<file path="src/rtl/cmp_seq_ctrl.sv">
// -----------------------------------------------------------------------------
// cmp_seq_ctrl
//
// Sequential magnitude-compare controller. It scans two WIDTH-bit operands
// two bits per clock, starting with the most significant pair. All pairs go
// through one 2-bit comparator slice, and the scan stops at the first unequal
// pair.
//
// Ports:
//   clk     - single clock; every register updates on the rising edge
//   rst     - synchronous, active-high reset
//   start   - compare request; accepted only in IDLE or DONE
//   A, B    - operands; captured on the accepted-start edge only
//   busy    - high while the scan is in progress
//   done    - one-cycle pulse when gt/eq/lt/npairs are valid
//   gt/eq/lt- one-hot result, held until the next accepted start
//   npairs  - number of 2-bit pairs examined for the held result
//
// All outputs come straight from flops. busy and done are derived from the
// next state so that they line up with the state register.
// -----------------------------------------------------------------------------
module cmp_seq_ctrl #(
    parameter int WIDTH = 16,
    parameter int CW    = $clog2(WIDTH / 2) + 1
) (
    input  logic          clk,
    input  logic          rst,
    input  logic          start,
    input  logic [WIDTH-1:0] A,
    input  logic [WIDTH-1:0] B,
    output logic          busy,
    output logic          done,
    output logic          gt,
    output logic          eq,
    output logic          lt,
    output logic [CW-1:0] npairs
);

    localparam int NPAIRS = WIDTH / 2;
    localparam int IW     = (NPAIRS > 1) ? $clog2(NPAIRS) : 1;

    typedef enum logic [1:0] {
        IDLE = 2'd0,
        SCAN = 2'd1,
        DONE = 2'd2
    } state_t;

    state_t            state_reg, state_next;
    logic [WIDTH-1:0]  op_a_reg, op_a_next;
    logic [WIDTH-1:0]  op_b_reg, op_b_next;
    logic [IW-1:0]     idx_reg, idx_next;
    logic              gt_reg, gt_next;
    logic              eq_reg, eq_next;
    logic              lt_reg, lt_next;
    logic [CW-1:0]     npairs_reg, npairs_next;
    logic              busy_reg, busy_next;
    logic              done_reg, done_next;

    // Split the captured operands into 2-bit pairs. idx selects the pair that
    // is fed to the shared slice.
    logic [1:0] pair_a [NPAIRS];
    logic [1:0] pair_b [NPAIRS];

    genvar gi;
    generate
        for (gi = 0; gi < NPAIRS; gi++) begin : g_pairs
            assign pair_a[gi] = op_a_reg[2*gi +: 2];
            assign pair_b[gi] = op_b_reg[2*gi +: 2];
        end
    endgenerate

    // The single 2-bit comparator slice.
    logic [1:0] slice_a;
    logic [1:0] slice_b;
    logic       slice_gt;
    logic       slice_lt;

    assign slice_a  = pair_a[idx_reg];
    assign slice_b  = pair_b[idx_reg];
    assign slice_gt = (slice_a > slice_b);
    assign slice_lt = (slice_a < slice_b);

    always_ff @(posedge clk) begin
        if (rst) begin
            state_reg  <= IDLE;
            op_a_reg   <= '0;
            op_b_reg   <= '0;
            idx_reg    <= '0;
            gt_reg     <= 1'b0;
            eq_reg     <= 1'b0;
            lt_reg     <= 1'b0;
            npairs_reg <= '0;
            busy_reg   <= 1'b0;
            done_reg   <= 1'b0;
        end else begin
            state_reg  <= state_next;
            op_a_reg   <= op_a_next;
            op_b_reg   <= op_b_next;
            idx_reg    <= idx_next;
            gt_reg     <= gt_next;
            eq_reg     <= eq_next;
            lt_reg     <= lt_next;
            npairs_reg <= npairs_next;
            busy_reg   <= busy_next;
            done_reg   <= done_next;
        end
    end

    always_comb begin
        state_next  = state_reg;
        op_a_next   = op_a_reg;
        op_b_next   = op_b_reg;
        idx_next    = idx_reg;
        gt_next     = gt_reg;
        eq_next     = eq_reg;
        lt_next     = lt_reg;
        npairs_next = npairs_reg;

        case (state_reg)
            // DONE accepts a start exactly like IDLE, so back-to-back
            // compares overlap the done cycle with the next capture.
            IDLE, DONE: begin
                if (start) begin
                    op_a_next   = A;
                    op_b_next   = B;
                    idx_next    = IW'(NPAIRS - 1);
                    gt_next     = 1'b0;
                    eq_next     = 1'b0;
                    lt_next     = 1'b0;
                    npairs_next = '0;
                    state_next  = SCAN;
                end else begin
                    state_next  = IDLE;
                end
            end
            SCAN: begin
                npairs_next = npairs_reg + CW'(1);
                if (slice_gt) begin
                    gt_next    = 1'b1;
                    state_next = DONE;
                end else if (slice_lt) begin
                    lt_next    = 1'b1;
                    state_next = DONE;
                end else if (idx_reg == '0) begin
                    eq_next    = 1'b1;
                    state_next = DONE;
                end else begin
                    idx_next   = idx_reg - IW'(1);
                end
            end
            default: begin
                state_next = IDLE;
            end
        endcase

        busy_next = (state_next == SCAN);
        done_next = (state_next == DONE);
    end

    assign busy   = busy_reg;
    assign done   = done_reg;
    assign gt     = gt_reg;
    assign eq     = eq_reg;
    assign lt     = lt_reg;
    assign npairs = npairs_reg;

endmodule

</file>
<file path="config.mk">
export PLATFORM = sky130hd
export DESIGN_NAME = cmp_seq_ctrl
export DESIGN_NICKNAME = d
export VERILOG_FILES = /design/src/rtl/cmp_seq_ctrl.sv
export SDC_FILE = /design/constraint.sdc
export NUM_CORES = 1
export LEC_CHECK = 0
export BUFFER_PORTS_ARGS = -buffer_cell sky130_fd_sc_hd__buf_2
export CAP_MARGIN = 20
export CELL_PAD_IN_SITES_DETAIL_PLACEMENT = 1
export CELL_PAD_IN_SITES_GLOBAL_PLACEMENT = 1
export CORE_UTILIZATION = 36
export CTS_BUF_LIST = sky130_fd_sc_hd__clkbuf_16
export CTS_CLUSTER_DIAMETER = 40
export DETAILED_ROUTE_END_ITERATION = 8
export PLACE_DENSITY_LB_ADDON = 0.25
export REMOVE_ABC_BUFFERS = 1
export SKIP_CTS_REPAIR_TIMING = 1
export SLEW_MARGIN = 15
export SYNTH_ARGS = -nofsm -noshare
export SYNTH_HDL_FRONTEND = slang
export SYNTH_SLANG_ARGS = --single-unit
</file>
<file path="constraint.sdc">
create_clock -name clk -period 2.15 [get_ports clk]
set_input_delay 0.43 -clock clk [delete_from_list [all_inputs] [get_ports clk]]
set_output_delay 0.43 -clock clk [all_outputs]
set_load 0.01 [all_outputs]
</file>
## Word level (Yosys, flattened, before mapping)

Index checks and enable logic that the tools add are counted.

| storage, ports and cells | value |
|---|---|
| flip-flop bits (word level) | 46 |
| word-level logic and storage cells | 65 |
| input port bits | 35 |
| output and inout port bits | 9 |

| cells by class | value |
|---|---|
| bitwise gates (word level) | 1 |
| eq/ne operators | 11 |
| add/sub/neg operators | 2 |
| magnitude comparators | 3 |
| muxes and demuxes | 28 |
| reduce and logical (&&, ||, !) cells | 10 |

Operators by type and width:

| kind | count |
|---|---|
| $mux W2 | 7 |
| $ne A2 B2 Y1 const B | 7 |
| $bmux W2 S3 | 2 |
| $mux W3 | 4 |
| $reduce_and A5 Y1 | 2 |
| $mux W1 | 8 |
| $pmux W4 S2 | 1 |
| $pmux W1 S2 | 3 |
| $pmux W3 S2 | 1 |
| $add A4 B1 Y4 const B | 1 |
| $eq A2 B1 Y1 const B | 2 |
| $eq A2 B2 Y1 const B | 2 |
| $ge A4 B4 Y1 const B | 1 |
| $mux W4 | 1 |
| $not A3 Y4 | 1 |
| $pmux W2 S2 | 1 |
| $reduce_and A2 Y1 | 2 |
| $reduce_and A4 Y1 | 1 |
| $logic_not A3 Y1 | 1 |
| $reduce_and A3 Y1 | 1 |
| $sub A3 B1 Y3 const B | 1 |
| $gt A2 B2 Y1 | 1 |
| $logic_not A2 Y1 | 1 |
| $lt A2 B2 Y1 | 1 |
| 2 further kinds | 2 |

## Depth between registers and ports, before layout

| depth | value |
|---|---|
| word-level depth | 9 |
| mapped depth | 8 |
| depth with buffers taken out | 7 |

## Worst setup path after synthesis

Ideal clock, no wire load.

| path | value |
|---|---|
| path kind | register -> register |
| start point | reg idx_reg[0] |
| end point | reg idx_reg[2] |
| data arrival time | 2226 ps |
| slack | -195 ps |
| data required time | 2030 ps |
| stages on the path, launching flop included | 9 |
| path buffers | 1 |
| period minus slack after synthesis | 2345 ps |
| path through | dfxtp_1 -> buf_6 -> mux4_1 -> mux2_2 -> ha_1 -> nand2_1 -> nor4_4 -> a311oi_1 -> o31a_1 |

| on the way | value |
|---|---|
| longest elaborated chain between the ends | 7 |
| elaborated cells between the ends (all ways) | 19 |
| classes of those cells | add/sub: 1; order compare: 2; eq/ne: 3; mux: 10; bitwise: 1; reduce/logical: 2 |

Ends and longest elaborated chain:

| what | RTL line | RTL |
|---|---|---|
| start: declaration | 51 | `logic [IW-1:0] idx_reg, idx_next;` |
| start signal: assignment | 99 | `idx_reg <= idx_next;` |
| $not A3 Y4 (implied by the code) | 78, 79 |  |
| $bmux W2 S3, on equally long branches | 78, 79 |  |
| $mux W2, on equally long branches (2 in series) | 78, 79 |  |
| $lt A2 B2 Y1 / $gt A2 B2 Y1 (equally long branches) | 81, 80 |  |
| $ne A2 B2 Y1 (no line) | - |  |
| $reduce_and A5 Y1 (no line) | - |  |

Several ways; a longest one is shown, not always the timed one. The select of a mux whose other input is x is not followed.
A chain may end at the register's enable or synchronous reset.

## Worst setup path after layout

Ends and elaborated chain as after synthesis.

==> results by group <==
Route
  – DRC Markers: 0
  – Antenna-violating nets left: 0
  – First-pass iteration count of the detailed router: 4
  – Via/cell ratio: 4.92
  – Total Wirelength: 4720 um
  – DR WL/cell: 13.9 um
  – Vias post-DR: 1673
  – DR iter-0 viols: 45

GRT
  – Wire length of the first global-routing pass: 7700 um
  – GRT overflow: 0
  – Initial antenna violation count: 0
  – Vias in the first global route: 1650
  – GR Util All Layers: 16.6%
  – Largest net degree at the start of global routing: 39

Cells and area
  – Fin nets: 309
  – Area growth, synth to finish: 27.0%
  – Area of the multi-input gates: 1060 sq um
  – Layout cell share with drive strength beyond 1: 33.7%
  – Reg area: 925 sq um
  – Non-filler instance count after layout: 340
  – Fillers: 635
  – Diodes inserted: 0

Synth
  – Area leader, netlist: dfxtp_1
  – Async SR Flop Fraction: 0%
  – Warnings from Yosys: 0
  – Most common cell in the netlist: nand2_1
  – Post-synth EDFFs: 0
  – Unique cell type count in the Yosys netlist: 30
  – Cell count after synthesis: 222
  – Synth Cell Area: 2000 sq um
  – Largest cells by area after synthesis: dfxtp_1 (46%), nand2_1 (13%), mux4_1 (11%)
  – Mapped Avg Cell Area: 9.01 sq um
  – Most used DFF post-synth: dfxtp_1
  – Yosys top cell area share: 46.0%
  – Flip-flop and latch count after synthesis: 46
  – Sequential cell area fraction in the yosys report: 46.0%
  – List of most frequent post-synthesis cells: nand2_1 (68), dfxtp_1 (46), a21oi_1 (36), nor2_1 (10), mux4_1 (8)

STA
  – Max Clk Rate: 0.435 GHz
  – Slack of the critical path: -150 ps
  – Final setup fails: 5
  – Max-slew violations: 0
  – Final hold violations: 0
  – Clk_skew: 3.55 ps
  – Slew HR: 69.9%
  – Slew @ Worst Pin: 451 ps
  – Tcrit/Tclk final: 107%
  – RSZ-0062 raised after global routing: true
  – Tmin final: 2300 ps

Critical path
  – CP Buf/Inv Count: 1
  – Critical Path Source Type: flip-flop
  – Crit path to: idx_reg[2]
  – Crit path max fanout: 5
  – CP Capture Type: flip-flop
  – Reg2Reg Depth: 8
  – CP Class: reg2reg
  – Worst flop-to-flop path startpoint: idx_reg[0]
  – Required @ worst endpoint: 2330 ps
  – R2R Setup Slk: -150 ps
  – Setup crit start: idx_reg[0]
  – Worst path arrival time: 2480 ps
  – Levels on crit path: 8
  – CP cell instances: mux4_2, mux2_4, ha_4, nand2_4, nor4_4, buf_4, a311oi_2, o31a_1
  – Slowest cell delay on critical path: 510 ps
  – Reg2reg end: idx_reg[2]
  – Critical-path top delay cell: mux4_2
  – CP delay by family, top: multiplexers

Pwr
  – Total power: 2230 uW
  – Sequential share of power: 43.5%
  – Combinational share of power: 23.3%
  – Pint: 1600 uW
  – VDD IR max: 284 uV
  – Sw power: 628 uW
  – PwrDens: 877 nW/um^2
  – Clk pwr share: 33.2%
  – Sw frac: 28.2%
  – Leak pwr: 0.00103 uW

Die
  – Row cnt: 26
  – Ports: 44
  – Core area: 5240 sq um
  – Initial Util: 38.2%
  – Die width: 76.6 um
  – Die area: 5860 sq um
  – Die Y: 76.6 um

Clock tree
  – Clk buf depth: 2
  – Root Buffer: clkbuf_16
  – Clk_lat worst skew: 290 ps
  – CTS tree: built
  – CTS buffer count: 5
  – Sink Count: 46
  – H-Tree Depth: 2
  – Reg clk slew, reported paths: 60 ps

Status
  – Run status: finished with violations
  – Violated checks: setup timing

Place
  – PortBufs: 43
  – Detailed placer's ending HPWL: 3240 um
  – Post-place setup slack: -458 ps
  – Dpl cells: 328
  – GPL Wtd Cong: 0.714

Flow run
  – MaxCap Viol Count: 0

Hold path
  – Hold Path Class: in2reg
power groups by stage:
stage	combinational (uW)	sequential (uW)	clock (uW)
global route	574	978	785
CTS	408	962	763
finish	520	968	740
global placement	390	980	0
detailed placement	406	981	0
floorplan	238	980	0
worst min-delay path: stages:
cell and delay (ps):
buf_2 90, nand2_1 40, a21oi_1 50
worst min-delay path by stage:
stage / slack [ps] / endpoint / cells past startpoint / startpoint
floorplan: 430 / op_a_reg[10] / 2 / op_a_reg[10]
global placement: 440 / lt / 1 / lt
detailed placement: 450 / op_b_reg[14] / 2 / op_b_reg[14]
CTS: 370 / op_b_reg[10] / 3 / B[10]
global route: 390 / op_b_reg[7] / 3 / B[7]
finish: 380 / op_b_reg[11] / 3 / B[11]
cells by family after synthesis:
logic type	synth area share, %
AND/OR/NAND/NOR	21.0
buffers and inverters	4.56
multiplexers	13.2
adder cells (fa/ha/maj)	3.13
flip-flops	46.0
AO/OA/AOI/OAI	12.1
routing by layer:
layer  track usage [%]  vias to the layer above  wire length [um]
met4              4.62                        0                53
met2              29.0                       32              2280
met3              4.07                        6               182
met1              20.1                      788              2210
li1                  -                      847                 -
met5                 0                        -                 0
metrics by stage:
stage | instance area, sq um | util (%) | setup TNS, ps | hold slack [ps]
after global placement | 2290 | 43.7 | -1690 | 444
after global routing | 2540 | 48.5 | -1330 | 391
after detailed placement | 2290 | 43.7 | -2630 | 449
after CTS | 2430 | 46.4 | -2860 | 370
final | 2540 | 48.5 | -662 | 377
after floorplan | 1920 | - | -1800 | 425
final cells by class:
cell class / count / area share [%]
clock buffers: 5 / 4.92
well taps: 70 / 3.45
repair buffers: 56 / 12.5
multi-input cells: 158 / 41.9
clock inverters: 3 / 0.640
flip-flops and latches: 46 / 36.4
inverters: 2 / 0.295
cells in the final DEF, fill, tap and decap left out, types with 2 or more instances in the layout:
master	netlist	layout
nand2_1	68	67
dfxtp_1	46	45
buf_2	7	43
a21oi_1	36	36
buf_4	0	12
nor2_1	10	9
mux4_2	0	8
nor3_1	7	5
clkbuf_16	0	5
ha_1	5	3
mux2i_4	0	2
mux2_4	0	2
inv_1	2	2
nor2b_1	4	2
ha_4	0	2
Power figures use the tool's default switching activity.
